$ cat config.mk
export PLATFORM = sky130hd
export DESIGN_NAME = multichannel_gray_synchronizer
export DESIGN_NICKNAME = d
export VERILOG_FILES = /design/src/rtl/multichannel_gray_synchronizer.sv
export SDC_FILE = /design/constraint.sdc
export NUM_CORES = 1
export LEC_CHECK = 0
export BUFFER_PORTS_ARGS = -buffer_cell sky130_fd_sc_hd__clkbuf_2
export CAP_MARGIN = 20
export CORE_MARGIN = 4
export CORE_UTILIZATION = 45
export CTS_CLUSTER_DIAMETER = 50
export DETAILED_ROUTE_END_ITERATION = 7
export PLACE_DENSITY = 0.8
export SKIP_CTS_REPAIR_TIMING = 1
export SYNTH_ARGS = -nofsm -noshare
export SYNTH_HDL_FRONTEND = slang
export SYNTH_SLANG_ARGS = --single-unit
$ cat constraint.sdc
create_clock -name clk -period 1.25 [get_ports clk]
set_input_delay 0.3125 -clock clk [delete_from_list [all_inputs] [get_ports clk]]
set_output_delay 0.3125 -clock clk [all_outputs]
set_load 0.01 [all_outputs]
$ cat src/rtl/multichannel_gray_synchronizer.sv
// Multi-channel gray-code CDC synchronizer with per-channel stability
// filter, commit strobe, gray-to-binary view and sticky violation flag.
module multichannel_gray_synchronizer #(
  parameter int CHANNEL_COUNT = 2,
  parameter int BUS_WIDTH     = 4,
  parameter int STAGE_COUNT   = 2,
  parameter int STABLE_CYCLES = 1
) (
  input  logic                               clk,
  input  logic                               reset,
  input  logic [CHANNEL_COUNT*BUS_WIDTH-1:0] asynchronous_data,
  input  logic                               error_clear,
  output logic [CHANNEL_COUNT*BUS_WIDTH-1:0] synchronous_data,
  output logic [CHANNEL_COUNT*BUS_WIDTH-1:0] binary_data,
  output logic [CHANNEL_COUNT-1:0]           data_changed,
  output logic [CHANNEL_COUNT-1:0]           gray_error
);

  localparam int CW =
    (STABLE_CYCLES < 1) ? 1 : $clog2(STABLE_CYCLES + 1);
  localparam logic [CW-1:0] CMAX = CW'(STABLE_CYCLES);

  for (genvar c = 0; c < CHANNEL_COUNT; c++) begin : g_ch
    logic [BUS_WIDTH-1:0] stg [STAGE_COUNT];
    logic [BUS_WIDTH-1:0] s;
    logic [BUS_WIDTH-1:0] cand;
    logic [BUS_WIDTH-1:0] sd;
    logic [BUS_WIDTH-1:0] diff;
    logic [BUS_WIDTH-1:0] bin;
    logic [CW-1:0]        cnt;
    logic                 commit;
    logic                 multi;
    logic                 chg;
    logic                 err;

    assign s      = stg[STAGE_COUNT-1];
    assign diff   = cand ^ sd;
    assign commit = (s == cand) && (cnt == CMAX) && (diff != '0);
    // more than one bit set iff clearing the lowest set bit leaves any
    assign multi  = (diff & (diff - 1'b1)) != '0;

    always_ff @(posedge clk) begin
      if (reset) begin
        for (int i = 0; i < STAGE_COUNT; i++) stg[i] <= '0;
        cand <= '0;
        cnt  <= '0;
        sd   <= '0;
        chg  <= 1'b0;
        err  <= 1'b0;
      end else begin
        stg[0] <= asynchronous_data[c*BUS_WIDTH +: BUS_WIDTH];
        for (int i = 1; i < STAGE_COUNT; i++) stg[i] <= stg[i-1];
        if (s != cand) begin
          cand <= s;
          cnt  <= '0;
        end else if (cnt < CMAX) begin
          cnt <= cnt + 1'b1;
        end
        chg <= commit;
        if (commit) sd <= cand;
        if (commit && multi) err <= 1'b1;
        else if (error_clear) err <= 1'b0;
      end
    end

    always_comb begin
      bin = '0;
      for (int i = 0; i < BUS_WIDTH; i++) bin[i] = ^(sd >> i);
    end

    assign synchronous_data[c*BUS_WIDTH +: BUS_WIDTH] = sd;
    assign binary_data[c*BUS_WIDTH +: BUS_WIDTH]      = bin;
    assign data_changed[c]                            = chg;
    assign gray_error[c]                              = err;
  end

endmodule

**Yosys cells after proc, flatten, opt, wreduce, memory -nomap -nowiden**

Memory sizes are Yosys's and may differ from the RTL's.
Index checks and enable logic that the tools add are counted.

- Bits in registers: 22
- RAM bits: 16
- Bits of input ports: 11
- Output and inout port bits: 20
- Word-level logic and storage cells: 62
- Memories: 2

Memory list:

| name | words | bits a word | rd ports | clocked after memory_dff | write ports | RTL line | text |
|---|---|---|---|---|---|---|---|
| g_ch[0].stg | 2 | 4 | 2 | 0 | 2 | 24 | `logic [BUS_WIDTH-1:0] stg [STAGE_COUNT];` |
| g_ch[1].stg | 2 | 4 | 2 | 0 | 2 | 24 |  |

- $add $sub $neg: 4
- Magnitude comparators: 2
- Equal/unequal tests: 4
- Muxes and demuxes: 10
- Bitwise gates (word level): 8
- Reductions and logical operators: 22

Operators by type and width:

| kind | count |
|---|---|
| 4-bit parity | 8 |
| 4-bit two-way mux | 4 |
| 4-bit nonzero test | 4 |
| 4-bit bitwise AND | 2 |
| 4-bit equality test | 2 |
| 4-bit != test | 2 |
| 4-bit by 1-bit subtractor with 4-bit output, second input constant | 2 |
| 4-bit XOR | 2 |
| 1-bit logical AND | 6 |
| 1-bit two-way mux | 6 |
| 1-bit OR | 4 |
| 2-bit nonzero test | 2 |
| 2-bit OR reduction | 2 |
| 1-bit adder, second input constant | 2 |
| 1-bit less-than comparator, second input constant | 2 |

**Depth between registers and ports, before layout**

- Word-level depth: 6
- Depth in mapped cells: 5
- Gate-level depth less buffers: 4

**Worst setup path before layout**

Ideal clock, no wire load.

- Path type: register -> output
- Start point: register g_ch[0].sd[3]
- End point: output binary_data[0]
- Arrival: 1.351 ns
- Path slack: -0.413 ns
- Cell stages (with the launch flop): 4
- Cell sequence: dfxtp_1 xor2_1 xor2_1 xor2_1

- Word-level cells in the longest chain between the ends: 1

Ends and longest elaborated chain:

| item | RTL line | text |
|---|---|---|
| start, declared | 27 | `logic [BUS_WIDTH-1:0] sd;` |
| start signal, assigned | 60 | `if (commit) sd <= cand;` |
| 4-bit parity | 68 | `for (int i = 0; i < BUS_WIDTH; i++) bin[i] = ^(sd >> i);` |
| end, declared | 14 | `output logic [CHANNEL_COUNT*BUS_WIDTH-1:0] binary_data,` |

Every way passes these cells.

**Worst setup path in the final report**

- Start point: register g_ch[1].sd[3]
- End point: output binary_data[4]

- Word-level cells in the longest chain between the ends: 1

Ends and longest elaborated chain:

| item | RTL line |
|---|---|
| start, declared | 27 |
| start signal, assigned | 60 |
| 4-bit parity | 68 |

Every way passes these cells.

==> results.json <==
{
  "grt_pass1_vias": 1179,
  "grt_pass1_wl_um": 4840,
  "max_freq_mhz": 577,
  "setup_slack_ps": -483,
  "drive_above_1_share_pct": 54.0,
  "dieWidth_um": 66.4,
  "final-setup-viol-count": 25,
  "cts_buffer_depth": 2,
  "clock-sinks": 38,
  "antenna_found_initial": 0,
  "power_density_nw_per_um2": 922,
  "core_area_um2": 3150,
  "synth_seq_cells": 38,
  "p_leak_uw": 0.000992,
  "final.period_utilization_pct": 139,
  "design_power_total_uw": 2080,
  "yosys-top-cells-area": "dfxtp_1 (50%), nor2b_1 (10%), xor2_1 (8.0%)",
  "reg2reg_slack_ps": -280,
  "final_max_slew_viol_count": 0,
  "die_h_um": 66.4,
  "switching_share_pct": 24.8,
  "synth_area_leader_cell": "dfxtp_1",
  "netlist-cell-type-count": 24,
  "netlist_area_um2": 1540,
  "setup.worst_path.class": "register to primary output",
  "cts_tree": "yes",
  "relSlewSlack_pct": 78.9,
  "comb_power_share_pct": 10.4,
  "hold_class": "input pin to register",
  "yosys_warnings": 0,
  "dr.pass1.iters": 4,
  "n_antenna_cell": 0,
  "clk_pin_slew_ps": 120,
  "startpoint_type": "register",
  "finClkSkew_ps": 17.3,
  "synth_top_area_share_pct": 49.5,
  "arrival_ps": 1420,
  "vdd_drop_max_v": 0.000729,
  "mappedNetlistNets": 153,
  "cp_max_fo": 3,
  "fill_cells": 214,
  "num_rows": 20,
  "switching_power_uw": 515,
  "dieArea_um2": 4410,
  "reg2reg_depth": 6,
  "finalHoldViolCount": 0,
  "drt_iter0_drc": 40,
  "drc": 0,
  "rsz0062_at_grt": "true",
  "grt_max_degree": 20,
  "netlist_instances": 142,
  "clock_latency_ps": 350,
  "fin_crit_ps": 1730,
  "avgSynthCellArea_um2": 10.8,
  "seq_power_share_pct": 60.8,
  "holdPathStages": 2,
  "area_delta_synth_final_pct": 46.6,
  "routed-via-count": 1160,
  "yosysSeqAreaShare_pct": 49.5,
  "start_util_pct": 48.7,
  "holdPathEnd": "g_ch[1].stg[0][1]",
  "wl_per_cell_um": 13.6,
  "fin_nets": 213,
  "gr-total-overflow": 0,
  "dp_hpwl_um": 2210,
  "seq_area_um2": 793,
  "hold_start": "asynchronous_data[5]",
  "status": "finished, violations left",
  "antenna_left": 0,
  "violations": "negative setup slack",
  "crit_path_end_kind": "primary output",
  "io_pins": 31,
  "gp_congestion": 0.731,
  "multi_input_area_um2": 861,
  "r2r-end": "g_ch[1].sd[3]",
  "vias_per_cell": 4.72,
  "power.internal_uw": 1560,
  "track_usage_pct": 15.0,
  "timing.rr.start": "g_ch[1].sd[1]",
  "maxCapViolations": 0,
  "pwr-share-clk_pct": 28.8,
  "port_buffers": 30,
  "root_buffer": "clkbuf_4",
  "critical_path_required_ps": 940,
  "whs_ps": 175,
  "tightest_slew_ps": 316,
  "cts_buffers": 5,
  "cts.htree.levels": 2,
  "wirelength_um": 3340,
  "fin_util_pct": 71.4
}
-- power by group through the flow --
| stage | combinational (uW) | sequential [uW] | clock (uW) |
|---|---|---|---|
| 4_1_cts | 185 | 1260 | 610 |
| 3_5_place_dp | 183 | 1290 | 0 |
| 5_1_grt | 232 | 1270 | 664 |
| 6_report | 216 | 1260 | 598 |
| 2_1_floorplan | 116 | 1290 | 0 |
| 3_3_place_gp | 173 | 1290 | 0 |
-- state kept, by name, summed over array words and instances, names as in the netlist --
| name | count |
|---|---|
| g_ch.chg | 2 |
| g_ch.stg | 16 |
| g_ch.cnt | 2 |
| g_ch.cand | 8 |
| g_ch.sd | 8 |
| g_ch.err | 2 |
-- worst max-delay path, stage by stage (launching register included) --
cell     delay (ps)
dfxtp_4         410
xor2_4          180
xor2_2          220
xor2_2          130
buf_2           130
-- cell usage in the layout (no fill, tap or decap), types with 2 or more instances in the layout --
cell type | Yosys | final
dfxtp_1 | 38 | 24
clkbuf_4 | 0 | 5
xor2_2 | 0 | 7
nand2_1 | 2 | 2
xor2_4 | 0 | 3
clkinv_2 | 0 | 2
xnor2_1 | 8 | 5
clkbuf_2 | 0 | 17
nor2_1 | 3 | 3
buf_2 | 0 | 4
buf_6 | 0 | 16
xor2_1 | 14 | 4
nor2b_1 | 25 | 24
mux2i_1 | 8 | 7
nand2b_1 | 15 | 15
dfxtp_2 | 0 | 8
buf_4 | 8 | 28
xnor2_2 | 0 | 3
dfxtp_4 | 0 | 6
nand4_1 | 2 | 2
-- final cells by class --
class,instances,share of cell area [%]
multi-input combinational,92,38.2
sequential,38,35.2
timing repair buffer,65,22.0
tap,44,2.44
clock buffer,5,1.67
clock inverter,2,0.444
-- cell usage after synthesis (all sizes together) --
| master | n |
|---|---|
| a22o | 1 |
| a22oi | 1 |
| and3 | 2 |
| buf | 8 |
| clkbuf | 4 |
| dfxtp | 38 |
| mux2i | 8 |
| nand2 | 2 |
| nand2b | 15 |
| nand3 | 2 |
| nand4 | 2 |
| nor2 | 4 |
| nor2b | 25 |
| nor3 | 1 |
| nor4 | 1 |
| o211ai | 1 |
| o22ai | 1 |
| o41ai | 2 |
| or2b | 1 |
| or3b | 1 |
| xnor2 | 8 |
| xor2 | 14 |
-- layer usage --
metal	track usage, %	vias to the layer above	wire length (um)
li1	-	564	-
met4	9.14	0	65
met3	4.76	9	152
met5	0	-	0
met2	27.8	25	1750
met1	14.0	562	1370
-- per-stage QoR --
step	TNS [ps]	area, um^2	setup slack, ps	cells
2_1_floorplan	-823	1630	-136	142
3_3_place_gp	-1010	1940	-111	229
3_5_place_dp	-2100	1940	-231	229
4_1_cts	-5040	1990	-522	236
5_1_grt	-6500	2250	-574	246
6_report	-4890	2250	-483	246
-- worst max path at each step --
stage	start	to	slack, ps	cells after the start
after floorplan	g_ch[0].sd[3]	binary_data[0]	-140	3
after global placement	g_ch[1].sd[2]	g_ch[1].sd[1]	-110	5
after detailed placement	g_ch[0].cand[2]	g_ch[0].sd[2]	-230	4
after CTS	g_ch[0].sd[3]	binary_data[0]	-520	4
after global routing	g_ch[1].sd[2]	binary_data[4]	-570	4
final	g_ch[1].sd[3]	binary_data[4]	-480	4
-- cell families (layout without fill, tap and decap cells) --
| group | after synthesis | in the layout | share of synthesized area [%] |
|---|---|---|---|
| flops | 38 | 38 | 49.5 |
| xor+xnor | 22 | 22 | 12.5 |
| simple gates | 56 | 56 | 23.0 |
| mux | 8 | 8 | 5.21 |
| buf+inv | 12 | 72 | 4.89 |
| compound gates | 6 | 6 | 4.81 |
Power figures use the tool's default switching activity.
